$ cat src/rtl/spi_pkg.sv
// spi_pkg: shared SPI definitions for the tx-only master and rx-only slave.
// Provides the byte width and SPI mode decode (CPOL/CPHA from mode 0..3).
// Purely combinational helpers; no state.
package spi_pkg;

  localparam int BYTE_W = 8;

  // Clock idles high in modes 2 and 3.
  function automatic logic cpol_of(input int mode);
    return (mode == 2) || (mode == 3);
  endfunction

  // Data is sampled on the trailing edge in modes 1 and 3.
  function automatic logic cpha_of(input int mode);
    return (mode == 1) || (mode == 3);
  endfunction

endpackage

$ cat src/rtl/sync_2ff.sv
// sync_2ff: two-flop synchronizer with a parameterized reset value.
// Latency: 2 clk_i cycles from d to q. No backpressure (free-running).
// Ports: clk_i, rst_i (async active-low), d (asynchronous input), q (synchronized).
module sync_2ff #(
  parameter logic RST_VAL = 1'b0
) (
  input  logic clk_i,
  input  logic rst_i,
  input  logic d,
  output logic q
);

  logic s1;

  always_ff @(posedge clk_i or negedge rst_i) begin
    if (!rst_i) begin
      s1 <= RST_VAL;
      q  <= RST_VAL;
    end else begin
      s1 <= d;
      q  <= s1;
    end
  end

endmodule

$ cat src/rtl/spi_slave_only_rx.sv
// spi_slave_only_rx: receive-only SPI slave (spi_clk + spi_mosi, no chip select),
// oversampled in the clk_i domain. Latency: valid strobe 3 clk_i cycles after the
// 8th sampling edge is first captured. No backpressure: each byte overwrites data_o.
// Ports: clk_i, rst_i (async active-low), spi_clk_i, spi_mosi_i (async inputs),
//   data_o (last byte, MSb first), data_out_valid_strobe_o, rx_busy_o, timeout_strobe_o.
// Optional: define SPI_RX_TIMEOUT_EN to discard partial bytes after
//   IDLE_TIMEOUT_CYCLES clk_i cycles without a sampling edge.
module spi_slave_only_rx
  import spi_pkg::*;
#(
  parameter int SPI_MODE            = 0,
  parameter int IDLE_TIMEOUT_CYCLES = 64
) (
  input  logic              clk_i,
  input  logic              rst_i,
  input  logic              spi_clk_i,
  input  logic              spi_mosi_i,
  output logic [BYTE_W-1:0] data_o,
  output logic              data_out_valid_strobe_o,
  output logic              rx_busy_o,
  output logic              timeout_strobe_o
);

  localparam logic CPOL = cpol_of(SPI_MODE);
  localparam logic CPHA = cpha_of(SPI_MODE);

  logic sclk_s2, sclk_s3, mosi_s2;
  logic lead_edge, trail_edge, samp;

  // The shift register only holds the first 7 bits; the 8th goes straight to data_o.
  logic [BYTE_W-2:0] shift_reg, shift_nxt;
  logic [2:0]        bit_cnt, bit_cnt_nxt;
  logic              byte_done, byte_done_q;
  logic              tmo_expire;

  // Clock synchronizer resets to the idle level so reset release shows no edge.
  sync_2ff #(.RST_VAL(CPOL)) u_sync_clk (
    .clk_i (clk_i),
    .rst_i (rst_i),
    .d     (spi_clk_i),
    .q     (sclk_s2)
  );

  sync_2ff #(.RST_VAL(1'b0)) u_sync_mosi (
    .clk_i (clk_i),
    .rst_i (rst_i),
    .d     (spi_mosi_i),
    .q     (mosi_s2)
  );

  always_ff @(posedge clk_i or negedge rst_i) begin
    if (!rst_i) sclk_s3 <= CPOL;
    else        sclk_s3 <= sclk_s2;
  end

  // Leading edge leaves the idle level; trailing edge returns to it.
  assign lead_edge  = (sclk_s2 != sclk_s3) && (sclk_s3 == CPOL);
  assign trail_edge = (sclk_s2 != sclk_s3) && (sclk_s3 != CPOL);
  assign samp       = CPHA ? trail_edge : lead_edge;

  always_comb begin
    bit_cnt_nxt = bit_cnt;
    shift_nxt   = shift_reg;
    byte_done   = 1'b0;
    if (samp) begin
      shift_nxt   = {shift_reg[BYTE_W-3:0], mosi_s2};
      bit_cnt_nxt = bit_cnt + 3'd1;
      byte_done   = (bit_cnt == 3'd7);
    end else if (tmo_expire) begin
      shift_nxt   = '0;
      bit_cnt_nxt = '0;
    end
  end

  always_ff @(posedge clk_i or negedge rst_i) begin
    if (!rst_i) begin
      shift_reg               <= '0;
      bit_cnt                 <= '0;
      data_o                  <= '0;
      byte_done_q             <= 1'b0;
      data_out_valid_strobe_o <= 1'b0;
      rx_busy_o               <= 1'b0;
      timeout_strobe_o        <= 1'b0;
    end else begin
      shift_reg   <= shift_nxt;
      bit_cnt     <= bit_cnt_nxt;
      byte_done_q <= byte_done;
      if (byte_done) data_o <= {shift_reg, mosi_s2};
      // Strobe follows the data_o update by one cycle.
      data_out_valid_strobe_o <= byte_done_q;
      rx_busy_o               <= (bit_cnt_nxt != 3'd0);
      timeout_strobe_o        <= tmo_expire;
    end
  end

`ifdef SPI_RX_TIMEOUT_EN
  localparam int IDLE_W = $clog2(IDLE_TIMEOUT_CYCLES + 1);

  logic [IDLE_W-1:0] idle_cnt;

  // Expire on the cycle the counter would step to IDLE_TIMEOUT_CYCLES; a
  // sampling edge in that same cycle takes priority and clears the counter.
  assign tmo_expire = !samp && (bit_cnt != 3'd0) &&
                      (idle_cnt == IDLE_W'(IDLE_TIMEOUT_CYCLES - 1));

  always_ff @(posedge clk_i or negedge rst_i) begin
    if (!rst_i)                                   idle_cnt <= '0;
    else if (samp || bit_cnt == 3'd0 || tmo_expire) idle_cnt <= '0;
    else                                          idle_cnt <= idle_cnt + IDLE_W'(1);
  end
`else
  // Without the timeout, framing only recovers through rst_i.
  assign tmo_expire = 1'b0;
  logic unused_idle_cfg;
  assign unused_idle_cfg = |IDLE_TIMEOUT_CYCLES;
`endif

endmodule

$ cat config.mk
export PLATFORM = sky130hd
export DESIGN_NAME = spi_slave_only_rx
export DESIGN_NICKNAME = d
export VERILOG_FILES = /design/src/rtl/spi_pkg.sv /design/src/rtl/sync_2ff.sv /design/src/rtl/spi_slave_only_rx.sv
export SDC_FILE = /design/constraint.sdc
export NUM_CORES = 1
export LEC_CHECK = 0
export CAP_MARGIN = 20
export CORE_MARGIN = 1.5
export CORE_UTILIZATION = 51
export CTS_CLUSTER_SIZE = 30
export DETAILED_ROUTE_END_ITERATION = 10
export PLACE_DENSITY = 0.77
export SYNTH_ARGS = -nofsm -noshare
export SYNTH_HDL_FRONTEND = slang
export SYNTH_HIERARCHICAL = 1
export SYNTH_SLANG_ARGS = --single-unit
$ cat constraint.sdc
create_clock -name clk_i -period 1.8 [get_ports clk_i]
set_input_delay 0.36 -clock clk_i [delete_from_list [all_inputs] [get_ports clk_i]]
set_output_delay 0.36 -clock clk_i [all_outputs]
set_load 0.01 [all_outputs]
==> results.py, run 1 <==
metrics = {
    "outcome": {
        "outcome": "completed",
    },
    "power_and_ir_drop": {
        "p_leak_nw": 0.587,
        "power_density_nw_per_um2": 1520,
        "ir_worst_vdd_mv": 0.664,
    },
    "global_route": {
        "antenna_found_initial": 0,
        "grt_max_degree": 27,
        "grt_usage_pct": 14.5,
        "overflow": 0,
        "first_global_vias": 490,
        "grt_pass1_wl_um": 2100,
    },
    "floorplanning": {
        "die_h_um": 47.4,
        "start_util_pct": 56.4,
        "placementRows": 15,
        "dieArea_um2": 2250,
        "die_w_um": 47.4,
        "io_pins": 15,
        "core-area_um2": 1780,
    },
    "critical_path": {
        "critPathSlowestCell": "clkdlybuf4s50_1",
        "worst_path_largest_cell_delay_ns": 0.54,
        "cp_top_family": "buffers and inverters",
        "critPathCaptureType": "output pin",
        "cp.buffers_inverters": 1,
        "r2r_cells": 4,
        "path_depth": 1,
        "startpoint_type": "flop",
        "startpoint": "data_o[0]$_DFFE_PN0P_",
        "worstPathArrival_ns": 1.23,
        "required_ns": 1.44,
        "r2r-start": "bit_cnt[0]$_DFF_PN0_",
        "path_class": "flop to output pin",
        "cp_cell_sequence": "clkdlybuf4s50_1",
        "worstPathMaxFanout": 2,
    },
    "hold_path": {
        "min_delay_path_depth": 0,
        "hold_class": "flop to flop",
        "min_from": "u_sync_clk/s1$_DFF_PN0_",
    },
    "route": {
        "drc": 0,
        "firstDrtPassIters": 4,
        "wl_per_cell_um": 13.6,
        "via_count": 488,
        "wl_met1_um": 610,
        "wl_met3_um": 62,
        "route.met2.wl_um": 628,
        "top_layer_used": "met4",
        "ant_nets": 0,
        "viasPerCell": 5.03,
        "drtIter0Drc": 8,
        "totalWireLength_um": 1320,
    },
    "sta": {
        "min_period_ns": 1.59,
        "hold_violations": 0,
        "finalCritPeriodShare_pct": 88.3,
        "setup_tns_ns": 0,
        "report.final.slew_viol_count": 0,
        "setup_viol": 0,
        "skew_ns": 0.00355,
        "clock.fmax_mhz": 630,
        "setup_ws_ns": 0.211,
        "rsz0062_at_grt": "no",
    },
    "clock_network": {
        "cts_tree": "done",
        "cts_root_buf": "clkbuf_4",
        "clock_sinks": 26,
        "htree_num_levels": 1,
        "ctsHoldBuffers": 0,
        "cts_resized": 0,
        "cts.clk_slew.worst_paths_ns": 0.12,
        "post_cts_buffers": 0,
        "numCtsBuffers": 3,
        "cts_max_path_buffers": 2,
        "insertion_delay_ns": 0.31,
    },
    "logic_synthesis": {
        "ys.flop_type": "dfrtp_1",
        "async_reset_ff_share_pct": 100,
        "syn-num-nets": 62,
        "syn_inst": 56,
        "yosysWarningCount": 6,
        "synth_edf_count": 0,
        "seq_area_frac_synth_pct": 64.8,
        "ys_seq_elements": 26,
        "syn_area_per_cell_um2": 17.9,
        "yosysUniqueCellTypes": 16,
        "syn_area_um2": 1000,
    },
    "placement": {
        "dpl.hpwl_um": 922,
        "gp_congestion": 0.669,
        "pre_cts_ws_ns": 0.344,
        "io_buffers": 13,
    },
    "flow_run": {
        "maxCapViolations": 0,
    },
    "cells_and_area": {
        "syn_to_final_growth_pct": 18.6,
        "final_nets": 79,
        "n_antenna_cell": 0,
        "layout-drive-gt1-share_pct": 30.6,
        "largest_reg_flops": 8,
        "fillCellCount": 135,
    },
}
[per-stage QoR]
stage / power, mW / util [%] / cells / hold slack (ns) / instance area [um^2]
2_1_floorplan: 1.28 / - / 56 / 0.0644 / 1000
3_3_place_gp: 1.53 / 64.8 / 93 / 0.334 / 1150
3_5_place_dp: 1.55 / 64.8 / 93 / 0.343 / 1150
4_1_cts: 1.84 / 66.8 / 97 / 0.373 / 1190
5_1_grt: 1.93 / 66.8 / 97 / 0.376 / 1190
6_report: 1.81 / 66.8 / 97 / 0.369 / 1190
[layer usage]
layer	GRT usage, %	vias to the layer above
met1	18.0	245
met2	22.2	21
li1	-	220
met3	4.62	2
met4	8.33	0
met5	0	-
[cells in the mapped netlist, types with 2 or more instances]
master / n / area (um^2)
dfrtp_1: 26 / 651
mux2_4: 12 / 180
mux2_2: 3 / 33.8
ha_1: 2 / 25.0
mux2_1: 2 / 22.5
[final cells by class]
cell class | count | area (um^2) | share of cell area [%]
Inverter | 1 | 3.75 | 0.315
Timing Repair Buffer | 14 | 138 | 11.6
Multi-Input combinational cell | 27 | 332 | 27.8
Sequential cell | 26 | 651 | 54.6
Tap cell | 25 | 31.3 | 2.63
Clock buffer | 4 | 36.3 | 3.05
[power breakdown]
part | total [mW] | internal, mW | switching [mW]
logic | 0.623 | 0.426 | 0.197
registers | 0.916 | 0.782 | 0.134
clock network | 0.274 | 0.123 | 0.151
total | 1.81 | 1.33 | 0.482
[cell usage in the layout, fill, tap and decap left out]
master	instances
dfrtp_1	26
inv_1	1
clkdlybuf4s50_1	13
a22oi_1	1
xnor2_1	1
nor4b_1	1
mux2_2	3
nand2b_1	1
conb_1	1
nand3b_4	1
mux2_1	2
nor3_1	1
clkbuf_4	3
and2b_4	1
buf_4	1
ha_1	2
clkbuf_8	1
mux2_4	12
[path summary, 6_finish.rpt]
| path | end | slack, ns |
|---|---|---|
| setup / recovery | data_o[0] | 0.21 |
| setup reg to reg | rx_busy_o$_DFF_PN0_ | 0.30 |
| hold reg to reg | u_sync_clk/q$_DFF_PN0_ | 0.37 |
| hold / removal | u_sync_clk/q$_DFF_PN0_ | 0.37 |
| max in group asynchronous | shift_reg[3]$_DFFE_PN0P_ | 1.16 |
| min in group asynchronous | byte_done_q$_DFF_PN0_ | 0.40 |
[cells by family after synthesis]
logic type	after synthesis	synth area share (%)
AOI/OAI and AO/OA	1	0.747
xor gates and xnor gates	1	0.872
adders and majority gates	2	2.49
buffers and inverters	3	2.24
DFF	26	64.8
muxes	17	23.5
other	1	0.373
and+or+nand+nor	5	4.98
Power figures use the tool's default switching activity.
==> run 2: changes to the inputs <==
- CORE_UTILIZATION: 51 -> 50
- PLACE_DENSITY: 0.77 -> 0.76
==> run 2 against run 1 <==
Effect of this change:
- sequential cell count is the same
- critical path depth is the same
- final cell count grew 2.1%
- register-to-register slack gained 0.02 ns
- highest routed layer unchanged
- total power grew 0.18%
- clock power grew 4%
- global-route usage shrank 1.5 points
- count of clock-buffer cells in the layout is the same
- largest cell class unchanged
- critical path type unchanged
- die area grew 1.9%
- first-iteration DRC count shrank 88%
- core utilization shrank 4.7 points
==> results.py, run 2 (synthesis gave the netlist of run 1 again) <==
metrics = {
    "critical_path": {
        "reg2reg_to": "rx_busy_o$_DFF_PN0_",
        "startpoint_type": "flop",
        "critPathSlowestCell": "clkdlybuf4s50_1",
        "cp_top_family": "buffers and inverters",
        "worstPathMaxFanout": 2,
        "path_depth": 1,
        "r2r-start": "bit_cnt[0]$_DFF_PN0_",
        "r2r_cells": 4,
        "worstPathArrival_ns": 1.23,
        "worst_path_largest_cell_delay_ns": 0.54,
        "reg2reg_slack_ns": 0.32,
        "path_class": "flop to output pin",
        "cp.buffers_inverters": 1,
        "crit_end": "data_o[2]",
        "required_ns": 1.44,
        "critPathCaptureType": "output pin",
        "startpoint": "data_o[2]$_DFFE_PN0P_",
        "cp_cell_sequence": "clkdlybuf4s50_1",
    },
    "sta": {
        "clock.fmax_mhz": 628,
        "setup_viol": 0,
        "report.final.slew_viol_count": 0,
        "skew_ns": 0.00608,
        "hold_violations": 0,
        "setup_tns_ns": 0,
        "min_period_ns": 1.59,
        "setup_ws_ns": 0.209,
        "rsz0062_at_grt": "no",
        "finalCritPeriodShare_pct": 88.4,
    },
    "clock_network": {
        "clock_sinks": 26,
        "post_cts_buffers": 0,
        "cts_root_buf": "clkbuf_4",
        "htree_num_levels": 1,
        "cts.clk_slew.worst_paths_ns": 0.13,
        "numCtsBuffers": 3,
        "insertion_delay_ns": 0.31,
        "cts_max_path_buffers": 2,
        "ctsHoldBuffers": 0,
        "cts_resized": 0,
        "cts_tree": "done",
    },
    "placement": {
        "io_buffers": 13,
        "dpl.hpwl_um": 906,
        "gp_congestion": 0.654,
        "pre_cts_ws_ns": 0.342,
    },
    "route": {
        "viasPerCell": 4.78,
        "top_layer_used": "met4",
        "ant_nets": 0,
        "wl_met3_um": 46,
        "firstDrtPassIters": 4,
        "wl_per_cell_um": 13.2,
        "route.met2.wl_um": 586,
        "wl_met1_um": 643,
        "via_count": 473,
        "drtIter0Drc": 1,
        "drc": 0,
        "totalWireLength_um": 1310,
    },
    "floorplanning": {
        "start_util_pct": 52.3,
        "dieArea_um2": 2290,
        "die_h_um": 47.8,
        "placementRows": 16,
        "core-area_um2": 1920,
        "io_pins": 15,
        "die_w_um": 47.8,
    },
    "power_and_ir_drop": {
        "p_leak_nw": 0.587,
        "power_density_nw_per_um2": 1520,
        "ir_worst_vdd_mv": 0.764,
    },
    "cells_and_area": {
        "largest_reg_flops": 8,
        "layout-drive-gt1-share_pct": 30.6,
        "syn_to_final_growth_pct": 18.8,
        "regArea_um2": 651,
        "n_antenna_cell": 0,
        "final_nets": 79,
        "fillCellCount": 162,
        "multi_input_area_um2": 332,
        "mostFrequentLayoutCell": "dfrtp_1",
        "final_cell_mix": "dfrtp_1 (26), clkdlybuf4s50_1 (13), mux2_4 (12)",
    },
    "outcome": {
        "outcome": "completed",
    },
    "global_route": {
        "grt_max_degree": 27,
        "overflow": 0,
        "grt_usage_pct": 13.0,
        "first_global_vias": 432,
        "antenna_found_initial": 0,
        "grt_pass1_wl_um": 1950,
    },
    "flow_run": {
        "maxCapViolations": 0,
    },
    "hold_path": {
        "hold_class": "flop to flop",
    },
}
==> run 2: cell counts in the layout (fill, tap and decap cells not counted) <==
Identical to the previous run, type by type.
==> run 2: per-layer routing <==
metal  vias up  global-route usage [%]
li1        224                       -
met1       233                    18.3
met2        12                    17.9
met3         4                    3.40
met4         0                    8.11
met5         -                       0
==> run 2: layout make-up <==
cell class / instances / share of cell area [%]
Sequential cell: 26 / 54.5
Inverter: 1 / 0.314
Tap cell: 27 / 2.83
Timing Repair Buffer: 14 / 11.5
Clock buffer: 4 / 3.04
Multi-Input combinational cell: 27 / 27.8
==> run 2: where the power goes <==
| part | switching (mW) | total, mW | internal [mW] | leakage [nW] |
|---|---|---|---|---|
| Clock | 0.161 | 0.285 | 0.124 | 0.0210 |
| Sequential | 0.132 | 0.913 | 0.781 | 0.317 |
| Combinational | 0.193 | 0.618 | 0.425 | 0.248 |
| Total | 0.486 | 1.82 | 1.33 | 0.587 |
==> run 2: worst min path at each step <==
stage                             start                           endpoint  slack (ns)  depth (start not counted)
2_1_floorplan                     rst_i               bit_cnt[0]$_DFF_PN0_        0.06                          0
3_3_place_gp      byte_done_q$_DFF_PN0_  data_out_valid_strobe_o$_DFF_PN0_        0.34                          0
3_5_place_dp   u_sync_mosi/s1$_DFF_PN0_            u_sync_mosi/q$_DFF_PN0_        0.34                          0
4_1_cts        u_sync_mosi/s1$_DFF_PN0_            u_sync_mosi/q$_DFF_PN0_        0.37                          0
5_1_grt        u_sync_mosi/s1$_DFF_PN0_            u_sync_mosi/q$_DFF_PN0_        0.38                          0
6_report       u_sync_mosi/s1$_DFF_PN0_            u_sync_mosi/q$_DFF_PN0_        0.37                          0
==> run 2: stage by stage <==
stage	utilization (%)	area [um^2]	power (mW)	instances	hold slack, ns
final	62.1	1190	1.82	99	0.368
after global routing	62.1	1190	1.92	99	0.377
after CTS	62.1	1190	1.84	99	0.371
after detailed placement	60.2	1160	1.55	95	0.340
after global placement	60.2	1160	1.53	95	0.335
after floorplan	-	1000	1.28	56	0.0644
